===== config.mk =====
export PLATFORM = sky130hd
export DESIGN_NAME = tour_cmd_flat
export DESIGN_NICKNAME = d
export VERILOG_FILES = /design/src/rtl/tour_pkg.sv /design/src/rtl/tour_cmd_if.sv /design/src/rtl/tour_move_decode.sv /design/src/rtl/tour_cmd.sv /design/src/flat_wrapper.sv
export SDC_FILE = /design/constraint.sdc
export NUM_CORES = 1
export LEC_CHECK = 0
export CAP_MARGIN = 10
export CELL_PAD_IN_SITES_DETAIL_PLACEMENT = 0
export CELL_PAD_IN_SITES_GLOBAL_PLACEMENT = 1
export CORE_AREA = 2 2 69 71
export DETAILED_ROUTE_END_ITERATION = 8
export DIE_AREA = 0 0 71 73
export GPL_TIMING_DRIVEN = 0
export HOLD_SLACK_MARGIN = 0.1
export PLACE_DENSITY_LB_ADDON = 0.2
export SLEW_MARGIN = 20
export SYNTH_ARGS = -nofsm -noshare
export SYNTH_HDL_FRONTEND = slang
export SYNTH_SLANG_ARGS = --single-unit

===== constraint.sdc =====
create_clock -name clk -period 1.54 [get_ports clk]
set_input_delay 0.231 -clock clk [delete_from_list [all_inputs] [get_ports clk]]
set_output_delay 0.231 -clock clk [all_outputs]
set_load 0.02 [all_outputs]

===== src/rtl/tour_pkg.sv =====
// Shared constants and types for the tour command sequencer.
package tour_pkg;

    localparam int NUM_MOVES = 24;

    localparam logic [7:0] RESP_MORE = 8'hA5;
    localparam logic [7:0] RESP_DONE = 8'h5A;

    localparam logic [3:0] OP_MOVE    = 4'h2;
    localparam logic [3:0] OP_FANFARE = 4'h3;

    localparam logic [7:0] HDG_N = 8'h00;
    localparam logic [7:0] HDG_W = 8'h3F;
    localparam logic [7:0] HDG_S = 8'h7F;
    localparam logic [7:0] HDG_E = 8'hBF;

    typedef enum logic [2:0] {
        IDLE,
        VERT,
        HOLD_V,
        HORZ,
        HOLD_H
    } state_t;

    typedef struct packed {
        logic [3:0] opcode;
        logic [7:0] heading;
        logic [3:0] squares;
    } cmd_t;

    function automatic cmd_t make_cmd(input logic [3:0] op, input logic [7:0] hdg,
                                      input logic [3:0] sq);
        cmd_t c;
        c.opcode  = op;
        c.heading = hdg;
        c.squares = sq;
        return c;
    endfunction

endpackage


===== src/rtl/tour_cmd_if.sv =====
// Command/response bus between the UART wrapper, the tour sequencer and
// the command processor.
interface tour_cmd_if;
    logic [15:0] cmd_UART;
    logic        cmd_rdy_UART;
    logic [15:0] cmd;
    logic        cmd_rdy;
    logic        clr_cmd_rdy;
    logic        send_resp;
    logic [7:0]  resp;

    // Environment side: supplies UART commands and command-processor handshakes
    modport master (
        output cmd_UART, cmd_rdy_UART, clr_cmd_rdy, send_resp,
        input  cmd, cmd_rdy, resp
    );

    // Sequencer side
    modport slave (
        input  cmd_UART, cmd_rdy_UART, clr_cmd_rdy, send_resp,
        output cmd, cmd_rdy, resp
    );
endinterface


===== src/rtl/tour_move_decode.sv =====
// Splits a one-hot knight move into a vertical leg and a fanfare horizontal leg.
module tour_move_decode
    import tour_pkg::*;
(
    input  logic [7:0]  move,
    output logic [15:0] vert_cmd,
    output logic [15:0] horz_cmd
);

    // Isolating the lowest set bit makes a multi-hot move resolve to its lowest move
    logic [7:0] lowest;
    logic [7:0] v_hdg;
    logic [3:0] v_sq;
    logic [7:0] h_hdg;
    logic [3:0] h_sq;

    assign lowest = move & (~move + 8'd1);

    // Map each move to heading and distance for both legs; no move gives zero-length N/E legs
    always_comb begin
        v_hdg = HDG_N;
        v_sq  = 4'd0;
        h_hdg = HDG_E;
        h_sq  = 4'd0;
        case (lowest)
            8'h01: begin v_hdg = HDG_N; v_sq = 4'd2; h_hdg = HDG_E; h_sq = 4'd1; end
            8'h02: begin v_hdg = HDG_N; v_sq = 4'd2; h_hdg = HDG_W; h_sq = 4'd1; end
            8'h04: begin v_hdg = HDG_N; v_sq = 4'd1; h_hdg = HDG_W; h_sq = 4'd2; end
            8'h08: begin v_hdg = HDG_S; v_sq = 4'd1; h_hdg = HDG_W; h_sq = 4'd2; end
            8'h10: begin v_hdg = HDG_S; v_sq = 4'd2; h_hdg = HDG_W; h_sq = 4'd1; end
            8'h20: begin v_hdg = HDG_S; v_sq = 4'd2; h_hdg = HDG_E; h_sq = 4'd1; end
            8'h40: begin v_hdg = HDG_S; v_sq = 4'd1; h_hdg = HDG_E; h_sq = 4'd2; end
            8'h80: begin v_hdg = HDG_N; v_sq = 4'd1; h_hdg = HDG_E; h_sq = 4'd2; end
            default: ;
        endcase
    end

    assign vert_cmd = make_cmd(OP_MOVE, v_hdg, v_sq);
    assign horz_cmd = make_cmd(OP_FANFARE, h_hdg, h_sq);

endmodule


===== src/rtl/tour_cmd.sv =====
// Replays a solved knight's tour as robot commands, muxed with UART commands.
module tour_cmd
    import tour_pkg::*;
(
    input  logic       clk,
    input  logic       rst_n,
    input  logic       start_tour,
    input  logic [7:0] move,
    output logic [4:0] mv_indx,
    tour_cmd_if.slave  bus
);

    localparam logic [4:0] LAST_INDX = 5'(NUM_MOVES - 1);

    state_t      state_reg, state_next;
    logic [4:0]  mv_indx_reg, mv_indx_next;
    logic [15:0] vert_cmd, horz_cmd;
    logic        last_move;

    tour_move_decode u_decode (
        .move     (move),
        .vert_cmd (vert_cmd),
        .horz_cmd (horz_cmd)
    );

    assign last_move = (mv_indx_reg == LAST_INDX);
    assign mv_indx   = mv_indx_reg;

    // State and move index registers; reset aborts any tour in progress
    always_ff @(posedge clk or negedge rst_n) begin
        if (!rst_n) begin
            state_reg   <= IDLE;
            mv_indx_reg <= '0;
        end else begin
            state_reg   <= state_next;
            mv_indx_reg <= mv_indx_next;
        end
    end

    // Leg sequencing; the index only advances between knight moves so move stays stable
    always_comb begin
        state_next   = state_reg;
        mv_indx_next = mv_indx_reg;
        case (state_reg)
            IDLE: begin
                if (start_tour) begin
                    state_next   = VERT;
                    mv_indx_next = '0;
                end
            end
            VERT:   if (bus.clr_cmd_rdy) state_next = HOLD_V;
            HOLD_V: if (bus.send_resp)   state_next = HORZ;
            HORZ:   if (bus.clr_cmd_rdy) state_next = HOLD_H;
            HOLD_H: begin
                if (bus.send_resp) begin
                    if (last_move) begin
                        state_next   = IDLE;
                        mv_indx_next = '0;
                    end else begin
                        state_next   = VERT;
                        mv_indx_next = mv_indx_reg + 5'd1;
                    end
                end
            end
            default: begin
                state_next   = IDLE;
                mv_indx_next = '0;
            end
        endcase
    end

    // Command mux and response byte; UART owns the command path only while idle
    always_comb begin
        bus.cmd     = bus.cmd_UART;
        bus.cmd_rdy = bus.cmd_rdy_UART;
        bus.resp    = RESP_MORE;
        case (state_reg)
            IDLE: bus.resp = RESP_DONE;
            VERT: begin
                bus.cmd     = vert_cmd;
                bus.cmd_rdy = 1'b1;
            end
            HOLD_V: begin
                bus.cmd     = vert_cmd;
                bus.cmd_rdy = 1'b0;
            end
            HORZ: begin
                bus.cmd     = horz_cmd;
                bus.cmd_rdy = 1'b1;
            end
            HOLD_H: begin
                bus.cmd     = horz_cmd;
                bus.cmd_rdy = 1'b0;
                bus.resp    = last_move ? RESP_DONE : RESP_MORE;
            end
            default: ;
        endcase
    end

endmodule


===== src/flat_wrapper.sv =====
// flat-port wrapper written by rule: the top's interface ports become plain ports
module tour_cmd_flat import tour_pkg::*;
  (clk, rst_n, start_tour, move, mv_indx, bus_cmd_UART, bus_cmd_rdy_UART, bus_clr_cmd_rdy, bus_send_resp, bus_cmd, bus_cmd_rdy, bus_resp);
  tour_cmd_if bus_i ();
  input  logic clk;
  input  logic rst_n;
  input  logic start_tour;
  input  logic [7:0] move;
  output logic [4:0] mv_indx;
  input wire logic [$bits(bus_i.cmd_UART)-1:0] bus_cmd_UART;
  input wire logic [$bits(bus_i.cmd_rdy_UART)-1:0] bus_cmd_rdy_UART;
  input wire logic [$bits(bus_i.clr_cmd_rdy)-1:0] bus_clr_cmd_rdy;
  input wire logic [$bits(bus_i.send_resp)-1:0] bus_send_resp;
  output wire logic [$bits(bus_i.cmd)-1:0] bus_cmd;
  output wire logic [$bits(bus_i.cmd_rdy)-1:0] bus_cmd_rdy;
  output wire logic [$bits(bus_i.resp)-1:0] bus_resp;
  assign bus_i.cmd_UART = bus_cmd_UART;
  assign bus_i.cmd_rdy_UART = bus_cmd_rdy_UART;
  assign bus_i.clr_cmd_rdy = bus_clr_cmd_rdy;
  assign bus_i.send_resp = bus_send_resp;
  assign bus_cmd = bus_i.cmd;
  assign bus_cmd_rdy = bus_i.cmd_rdy;
  assign bus_resp = bus_i.resp;
  tour_cmd u_core (.clk(clk), .rst_n(rst_n), .start_tour(start_tour), .move(move), .mv_indx(mv_indx), .bus(bus_i));
endmodule

==> flow_metrics.tcl <==
set metrics [dict create \
    status "finished with violations" \
    failed_checks "negative setup slack" \
    synth_area_um2 946 \
    min_period_ns 1.89 \
    grt_max_degree 11 \
    yosys_warnings 0 \
    cts_max_level 1 \
    overflow 0 \
    drive_gt1_share_pct 55.7 \
    fillCellCount 439 \
    regArea_um2 204 \
    setup_ws_ns -0.355 \
    clk_root_buffer_cell "clkbuf_8" \
    syn_area_per_cell_um2 7.28 \
    grt_pass1_vias 1356 \
    skew_ns 0.00508 \
    wl_per_cell_um 14.2 \
    antenna_found_initial 0 \
    ir_worst_vdd_mv 0.727 \
    place_congestion 0.806 \
    grt_pass1_wl_um 6180 \
    clockPowerShare_pct 5.7 \
    cpMostUsedCell "buf_6" \
    ios 60 \
    holdCritPathClass "in -> async" \
    drtIter0Drc 31 \
    vias_per_cell 4.79 \
    clk_pin_slew_worst_paths_ns 0.04 \
    crit_path_cell_trace "buf_6 > nor2_4 > xnor2_2 > buf_4 > buf_6 > a211oi_2 > nand2_1 > buf_6" \
    worstSetupPathType "reg -> out" \
    portBuffers 59 \
    dp_hpwl_um 2650 \
    drv_cap 0 \
    ys_seq_area_share_pct 21.2 \
    fin_crit_sh_pct 123 \
    setup_viol 29 \
    dieHeight_um 73 \
    seqPwrFrac_pct 6.6 \
    antennaDiodeCount 0 \
    finalHoldViolations 0 \
    ant_nets 0 \
    p_sw_mw 2.05 \
    largest_reg_flops 5 \
    core-area_um2 4540 \
    clock_sink_count 8 \
    slowest_delay_ns 0.39 \
    drt_pass1_iterations 4 \
    powerDensity_nw_per_um2 2030 \
    tightest_slew_ns 0.396 \
    layoutNonFillerInstCount 289 \
    slew_headroom_pct 73.5 \
    die_x_um 71 \
    layout.nets 267 \
    drv_slew 0 \
    dp.cells 243 \
    syn_nets 161 \
    crit_arrival_ns 1.66 \
    worstSetupEndpointType "primary output" \
    cts_tree "yes" \
    totalWireLength_um 4090 \
    leakagePower_nw 1.07 \
    ys_types 44 \
    areaGrowthSynthToFinish_pct 145 \
    required_ns 1.31 \
    fp-row-count 25 \
    multiInputGateArea_um2 890 \
    cp_slowest_cell "dfrtp_1" \
    syn_inst 130 \
    clock_path_buffers 2 \
    start_kind "flop" \
    num_vias 1384 \
    start_util_pct 20.9 \
    ys_ff_latch 8 \
    crit_fanout 7 \
    numCtsBuffers 3 \
    grt_setup_unrepaired "true" \
    p_total_mw 4.70 \
    p_comb_share_pct 87.7 \
    p_int_mw 2.66 \
    clock_latency_ns 0.23 \
    die_area_um2 5180 \
    drc 0 \
    max_clock_freq_mhz 528 \
    swShare_pct 43.5 \
    grt_usage_pct 14.7 \
]
per-stage QoR:
| step | utilization [%] | worst slack [ns] | hold slack (ns) | cell area [um2] | setup TNS [ns] |
|---|---|---|---|---|---|
| detailed placement | 36.0 | -1.05 | 0.520 | 1630 | -18.88 |
| floorplan | - | -0.0670 | -0.0646 | 976 | -0.619 |
| CTS | 47.1 | -0.367 | 0.297 | 2140 | -5.99 |
| finish | 51.1 | -0.355 | 0.293 | 2320 | -6.38 |
| global route | 51.1 | -0.428 | 0.320 | 2320 | -8.24 |
| global placement | 36.0 | -0.987 | 0.509 | 1630 | -18.46 |
cell type report:
cell class	instances	area share, %
timing repair buffer	102	41.8
multi-input combinational	106	38.4
sequential	8	8.81
buffer	12	5.56
tap	54	2.92
clock buffer	4	1.94
inverter	3	0.594
path summary, 6_finish.rpt:
kind	to	slack, ns	depth (start not counted)	from
max in group asynchronous	u_core.state_reg[2]	0.94	1	rst_n
min in group clk	u_core.mv_indx[2]	0.62	2	u_core.mv_indx[2]
min reg2reg	u_core.mv_indx[2]	0.62	2	u_core.mv_indx[2]
max	bus_cmd[4]	-0.35	8	u_core.state_reg[1]
min	u_core.mv_indx[2]	0.29	1	rst_n
max reg2reg	u_core.mv_indx[3]	-0.21	6	u_core.state_reg[1]
cells by family after synthesis:
logic type      synth area share (%)
mux                             1.06
simple gates                    35.2
flops                           21.2
compound gates                  30.2
fa+ha+maj                       1.32
xor+xnor                        1.85
buf+inv                         9.26
critical path, delay by kind of cell (launching register included):
kind            cells  cell delay [ns]
simple gates        2             0.20
flops               1             0.39
buf+inv             4             0.54
compound gates      1             0.21
xor+xnor            1             0.08
power groups by stage:
stage	Combinational, mW	Sequential, mW	Clock [mW]
2_1_floorplan	1.64	0.315	0
3_3_place_gp	2.79	0.315	0
3_5_place_dp	2.81	0.315	0
4_1_cts	3.73	0.300	0.277
5_1_grt	4.35	0.317	0.284
6_report	4.12	0.310	0.268
cell usage after synthesis, drive strengths merged:
library cell  count  area [um2]
mux2i             1        10.0
or2               2        12.5
nor4              2        12.5
a32oi             2        17.5
nand4b            1        8.76
o31ai             2        15.0
a211oi            6        45.0
dfrtp             8         200
nand3             6        30.0
and2              4        25.0
inv               3        11.3
nand2            18        70.1
nor2             10        37.5
nand2b            2        12.5
ha                1        12.5
o21ai            10        50.1
nor3b             3        38.8
nor3              2        10.0
and3              2        12.5
o211a             1        10.0
xnor2             1        8.76
or4               1        7.51
o211ai            2        15.0
a21oi             6        30.0
a31oi             3        18.8
o311ai            2        17.5
a21o              1        7.51
xor2              1        8.76
o21a              1        7.51
a21boi            2        15.0
buf              10        65.1
nor2b             3        18.8
or3b              1        8.76
nand3b            2        15.0
o22ai             2        18.8
o32ai             1        8.76
a211o             1        8.76
and4bb            1        12.5
clkbuf            3        11.3
routing by layer:
layer  vias up  share of wire, %  track usage (%)
li1        684                 -                -
met1       656                40             17.6
met2        36                53             26.2
met3         8               4.0             2.07
met4         0               2.0             6.71
met5         -                 0                0
cell usage in the layout (no fill, tap or decap), types with 2 or more instances in the layout:
master / count
and3_1: 2
buf_8: 2
nand2_4: 3
a21oi_1: 4
dfrtp_2: 3
a32oi_1: 2
nor2b_1: 2
buf_4: 38
buf_6: 36
nand3b_1: 2
a211oi_2: 6
nor4_4: 2
nor3b_4: 2
dlymetal6s2s_1: 2
nor3_2: 2
o21ai_2: 2
nand3_1: 4
nor2_4: 2
o311ai_1: 2
clkdlybuf4s50_1: 23
o21ai_1: 7
and2_4: 4
nand2_2: 2
dfrtp_1: 5
nand3_2: 2
nor2_1: 7
or2_2: 2
clkbuf_8: 3
dlygate4sd2_1: 7
o211ai_1: 2
nand2_1: 13
a31oi_1: 3
a21oi_2: 2
what timing repair did:
item / in CTS / in global routing
gates resized for setup: 206 / 39
hold buffers: 0 / 0
endpoints found under the setup margin: 29 / 30
setup buffers: 33 / 13
pin swaps: 26 / 27
cloned: 0 / 0
Power figures use the tool's default switching activity.
